===== src/rtl/shift_unit_32.sv =====
// shift_unit_32: multi-cycle 32-bit shifter/rotator. One bit position is
// moved per clock while a down-counter loaded with the shift amount runs
// to zero; the result is then registered on data_out with a one-cycle
// done pulse.
//
// Handshake: start is a request sampled only while idle (busy low). A
// request is accepted on the rising edge where start=1 and the block is
// idle; data_in, op and shamt are captured on that same edge and ignored
// afterwards. busy stays high from the accepting edge until the edge that
// leaves DONE. done pulses for exactly one cycle with data_out already
// valid. Requests made while busy are dropped, never queued.
module shift_unit_32 (
  input  logic        clk,
  input  logic        reset,
  input  logic        start,
  input  logic [2:0]  op,
  input  logic [31:0] data_in,
  input  logic [4:0]  shamt,
  output logic [31:0] data_out,
  output logic        busy,
  output logic        done
);

  typedef enum logic [1:0] {
    IDLE  = 2'd0,
    SHIFT = 2'd1,
    DONE  = 2'd2
  } state_t;

  localparam logic [2:0] OP_SLL = 3'b001;
  localparam logic [2:0] OP_SRL = 3'b010;
  localparam logic [2:0] OP_SRA = 3'b011;
  localparam logic [2:0] OP_ROR = 3'b100;
  localparam logic [2:0] OP_ROL = 3'b101;

  state_t      state;
  state_t      state_next;
  logic [31:0] work_reg;
  logic [31:0] work_step;
  logic [4:0]  cnt;
  logic [2:0]  op_reg;

  // State register; reset forces IDLE and overrides any request.
  always_ff @(posedge clk) begin
    if (reset) state <= IDLE;
    else       state <= state_next;
  end

  // Next-state decode: accept in IDLE, count in SHIFT, one cycle in DONE.
  always_comb begin
    state_next = state;
    case (state)
      IDLE:    if (start) state_next = SHIFT;
      SHIFT:   if (cnt == 5'd0) state_next = DONE;
      DONE:    state_next = IDLE;
      default: state_next = IDLE;
    endcase
  end

  // Single-bit move of the working register for the captured operation;
  // unknown op codes leave the value untouched.
  always_comb begin
    work_step = work_reg;
    case (op_reg)
      OP_SLL:  work_step = {work_reg[30:0], 1'b0};
      OP_SRL:  work_step = {1'b0, work_reg[31:1]};
      OP_SRA:  work_step = {work_reg[31], work_reg[31:1]};
      OP_ROR:  work_step = {work_reg[0], work_reg[31:1]};
      OP_ROL:  work_step = {work_reg[30:0], work_reg[31]};
      default: work_step = work_reg;
    endcase
  end

  // Datapath: capture on accept, step while counting, publish on completion.
  always_ff @(posedge clk) begin
    if (reset) begin
      work_reg <= 32'h0;
      cnt      <= 5'd0;
      op_reg   <= 3'b000;
      data_out <= 32'h0;
      done     <= 1'b0;
    end else begin
      case (state)
        IDLE: begin
          if (start) begin
            work_reg <= data_in;
            cnt      <= shamt;
            op_reg   <= op;
          end
        end
        SHIFT: begin
          if (cnt != 5'd0) begin
            work_reg <= work_step;
            cnt      <= cnt - 5'd1;
          end else begin
            data_out <= work_reg;
            done     <= 1'b1;
          end
        end
        DONE: begin
          done <= 1'b0;
        end
        default: begin
          done <= 1'b0;
        end
      endcase
    end
  end

  // Busy covers the whole operation including the completion cycle.
  assign busy = (state == SHIFT) || (state == DONE);

endmodule


===== config.mk =====
export PLATFORM = sky130hd
export DESIGN_NAME = shift_unit_32
export DESIGN_NICKNAME = d
export VERILOG_FILES = /design/src/rtl/shift_unit_32.sv
export SDC_FILE = /design/constraint.sdc
export NUM_CORES = 1
export LEC_CHECK = 0
export CAP_MARGIN = 20
export CORE_ASPECT_RATIO = 1.1
export CORE_MARGIN = 2
export CORE_UTILIZATION = 46
export CTS_BUF_LIST = sky130_fd_sc_hd__clkbuf_4 sky130_fd_sc_hd__clkbuf_8
export CTS_CLUSTER_DIAMETER = 30
export DETAILED_ROUTE_END_ITERATION = 16
export GPL_TIMING_DRIVEN = 0
export PLACE_DENSITY = 0.78
export SYNTH_ARGS = -nofsm -noshare
export SYNTH_HDL_FRONTEND = slang
export SYNTH_SLANG_ARGS = --single-unit

===== constraint.sdc =====
create_clock -name clk -period 1.8 [get_ports clk]
set_input_delay 0.27 -clock clk [delete_from_list [all_inputs] [get_ports clk]]
set_output_delay 0.27 -clock clk [all_outputs]
set_load 0.005 [all_outputs]

# Word level (Yosys, flattened, before mapping)
# Index checks and enable logic that the tools add are counted.
# totals
reg_bits	75
# classes
n_eq_ne	14
reduce_logical	12
n_bitwise	2
add_sub_neg	1
mux	12
# ops
cell	n
32-bit case mux with 5 select lines	1
32-bit 2-to-1 mux	2
32-bit case mux with 2 select lines	1
5-bit 2-to-1 mux	2
2-bit inequality test, second input constant	5
5-bit case mux with 2 select lines	1
2-bit AND reduction	4
3-bit by 2-bit == test with 1-bit output, second input constant	2
3-bit == test, second input constant	2
6-bit by 1-bit inequality test with 1-bit output, second input constant	1
5-bit logical NOT	1
5-bit by 1-bit inequality test with 1-bit output, second input constant	1
5-bit AND reduction	1
5-bit nonzero test	1
5-bit by 1-bit subtractor with 5-bit output, second input constant	1
2-bit 2-to-1 mux	2
2-bit case mux with 2 select lines	1
4-bit AND reduction	1
3-bit by 1-bit == test with 1-bit output, second input constant	1
3-bit AND reduction	1
2-bit by 1-bit == test with 1-bit output, second input constant	1
2-bit == test, second input constant	1
2-bit logical NOT	1
1-bit NOT	2
4 further kinds	4

# Logic depth before layout (Yosys ltp)
# depth
ltp_word	4
mapped_depth	9
ltp_nobuf	6

# Least setup slack after synthesis
# No wires, ideal clock.
# synth_timing
path_type	register -> register
from	register state[1]
to	register work_reg[30]
path_buffers	3
period_less_slack_ps	1990
slack_ps	-190
arrival_time_ps	1873
stages_incl_launch_ff	10
path_cell_list	dfxtp_1 -> inv_1 -> ha_1 -> buf_4 -> inv_2 -> or4_1 -> and3_1 -> buf_6 -> buf_6 -> a32o_1
# synth_via
elab_chain_cells	3
word_cells_on_any_way	8
# synth_lines
item	line_no	rtl
from (decl)	36	state_t state;
from (signal assigned)	46	else state <= state_next;
2-bit by 1-bit == test with 1-bit output / 2-bit logical NOT (equally long branches)	83	case (state)
6-bit by 1-bit inequality test with 1-bit output (no line), or another cell as far along	n/a	
4-bit AND reduction (no line)	n/a	
to (signal assigned)	86	work_reg <= data_in;
to (signal assigned)	93	work_reg <= work_step;
to (decl)	38	logic [31:0] work_reg;
# Parallel ways exist; a longest one is shown, timed or not.
# A chain may end at the register's enable or synchronous reset.

# Worst setup path after layout
# Same ends and word-level chain as after synthesis.

==> impl_metrics.tcl <==
set metrics [dict create \
    run_status "finished with violations" \
    violations "setup timing" \
    syn_to_final_growth_pct 41.14 \
    fin_nets 543 \
    syn_nets 440 \
    fin_crit_sh 1.053 \
    maxSlewHeadroom 0.6038 \
    critPathSlowestCell "or4_4" \
    cts_max_level 3 \
    yosys.area.top_type "dfxtp_1" \
    synth.area.top_cells "dfxtp_1 43%, a32o_1 8.9%, a221o_1 8.7%, nand2_1 7.9%, or2_2 5.6%" \
    cap_viol_max_count 0 \
    synth_cell_types 39 \
    vias 3426 \
    start_kind "flip-flop" \
    core_region_area_mm2 0.007391 \
    clkPwrFrac 0.183 \
    first_global_vias 3187 \
    routedWlPerCell_um 16.41 \
    place_inst 551 \
    synth-seq-area-share 0.4331 \
    drive_gt1_frac 0.2314 \
    gr-usage-all-layers 0.2330 \
    power_frac_seq 0.343 \
    synth_top_cell_area_share 0.4331 \
    cts_max_path_buffers 2 \
    layout_setup_ws_ns -0.09487 \
    peakVddDrop_v 0.0005689 \
    io_buffers 74 \
    async_reset_ff_frac 0 \
    synth_warnings 0 \
    cts_tree "done" \
    initialDrtViolationCount 183 \
    grt_overflow 0 \
    power.switching_mw 2.901 \
    crit_path_end_kind "flip-flop" \
    p_leak_nw 1.782 \
    die_height_um 95.06 \
    clockRootBuffer "clkbuf_8" \
    grt_setup_unrepaired "true" \
    insertion_delay_ns 0.35 \
    syn_inst 390 \
    grt_pass1_wl_um 15190 \
    setup_violations 31 \
    cts.sinks 75 \
    antenna_found_initial 0 \
    drt-vias-per-instance 5.866 \
    ios 77 \
    netSwitchingFraction 0.3773 \
    gp_congestion 0.8298 \
    wl_um 9581 \
    synth_flop_cell "dfxtp_1" \
    die_w_um 86.78 \
    hold_path.class "in -> reg" \
    syn_area_mm2 0.003467 \
    dieArea_mm2 0.008248 \
    start_util 0.4691 \
    cts_buffers 9 \
    hold_ws_ns 0.2770 \
    path_cells "inv_4, ha_4, clkinv_4, or4_4, and3_4, buf_6, a32o_1" \
    worstPathRequired_ns 2.04 \
    antenna_left 0 \
    diodes 0 \
    synth_edf_count 0 \
    fmax_mhz 527.7 \
    min_period_ns 1.895 \
    hpwl_um 6306 \
    ys_ff_latch 75 \
    skew_ns 0.007964 \
    final_hold_viol_count 0 \
    clk_pin_slew_worst_paths_ns 0.07 \
    crit_arrival_ns 2.14 \
    drt_pass1_iterations 5 \
    worst_pin_slew_ns 0.5943 \
    final_max_slew_viol_count 0 \
    p_int_mw 4.787 \
    drc 0 \
    crit_path_max_incr_delay_ns 0.54 \
    layout_common_cells "73 x nand2_1, 73 x clkdlybuf4s50_1, 70 x dfxtp_1, 35 x a21oi_1" \
    final_cells 584 \
    power.density_mw_per_mm2 1571 \
    path_max_fanout 10 \
    row_count 33 \
    syn_area_per_cell_um2 8.890 \
    grt_max_degree 13 \
    critical_path_class "reg -> reg" \
    power_frac_comb 0.474 \
]
## area by class of cell
class / instances / area [um^2]
inverters: 10 / 47.55
fillers: 598 / 2497
clock inverters: 5 / 77.57
well taps: 87 / 108.9
repair buffers: 94 / 905.9
multi-input cells: 268 / 1857
clock buffers: 10 / 137.6
plain buffers: 35 / 246.5
flip-flops and latches: 75 / 1513
## power by group through the flow
stage / Clock [mW] / Sequential, mW / Combinational [mW]
2_1_floorplan: 0 / 2.50 / 2.19
3_3_place_gp: 0 / 2.61 / 2.90
3_5_place_dp: 0 / 2.63 / 2.98
4_1_cts: 1.42 / 2.61 / 3.39
5_1_grt: 1.48 / 2.70 / 3.93
6_report: 1.41 / 2.64 / 3.64
## worst max-delay path: cells and delay by family (launching register included)
| kind | cells | cell delay, ns |
|---|---|---|
| compound gates | 1 | 0.24 |
| flops | 1 | 0.34 |
| simple gates | 2 | 0.75 |
| buf+inv | 3 | 0.28 |
| fa+ha+maj | 1 | 0.17 |
## cell families after synthesis
kind of cell | Yosys count | synth area share
AOI/OAI and AO/OA | 122 | 0.2761
adders and majority gates | 7 | 0.02526
buffers and inverters | 47 | 0.06460
DFF | 75 | 0.4331
muxes | 4 | 0.01155
and+or+nand+nor | 135 | 0.1895
## timing repair
item                                    CTS  global route
cloned                                    5             0
endpoints found under the setup margin   63            62
hold endpoints to repair                  0             0
buffers inserted                         13             2
pin swaps                                48             8
gates resized for setup                  44            29
hold buffers                              0             0
## metrics by stage
| stage | TNS, ns | utilization | power (mW) | setup WS (ns) | cell area, um^2 |
|---|---|---|---|---|---|
| 2_1_floorplan | -2.280 | - | 4.694 | -0.07600 | 3518 |
| 3_3_place_gp | -11.04 | 0.5910 | 5.507 | -0.2397 | 4368 |
| 3_5_place_dp | -14.11 | 0.5910 | 5.609 | -0.2753 | 4368 |
| 4_1_cts | -1.802 | 0.6509 | 7.409 | -0.08460 | 4811 |
| 5_1_grt | -4.300 | 0.6621 | 8.104 | -0.1620 | 4893 |
| 6_report | -2.500 | 0.6621 | 7.688 | -0.09487 | 4893 |
## synthesized netlist by cell type, drive strengths merged, types with 2 or more instances
master / count
a21oi: 39
inv: 10
o31ai: 2
buf: 16
clkbuf: 21
o21ai: 7
a32o: 31
nand2: 73
nor3b: 2
nor2b: 2
or2: 31
ha: 7
and3: 2
nand3: 5
dfxtp: 75
a31oi: 4
nor2: 9
mux2i: 4
nand4b: 3
a221o: 30
a211oi: 3
## worst paths after layout
kind | startpoint | endpoint | slack (ns) | cells after the start
hold / removal | start | op_reg[2] | 0.28 | 3
hold reg to reg | data_out[8] | data_out[8] | 0.45 | 2
setup / recovery | state[1] | work_reg[30] | -0.09 | 7
setup reg to reg | state[1] | work_reg[30] | -0.09 | 7
## layer usage
layer,wire [um],global-route usage
met5,0,0
met4,247,0.1198
met3,502,0.03117
met2,4659,0.3853
met1,4170,0.2970
(Power assumes the default switching activity.)
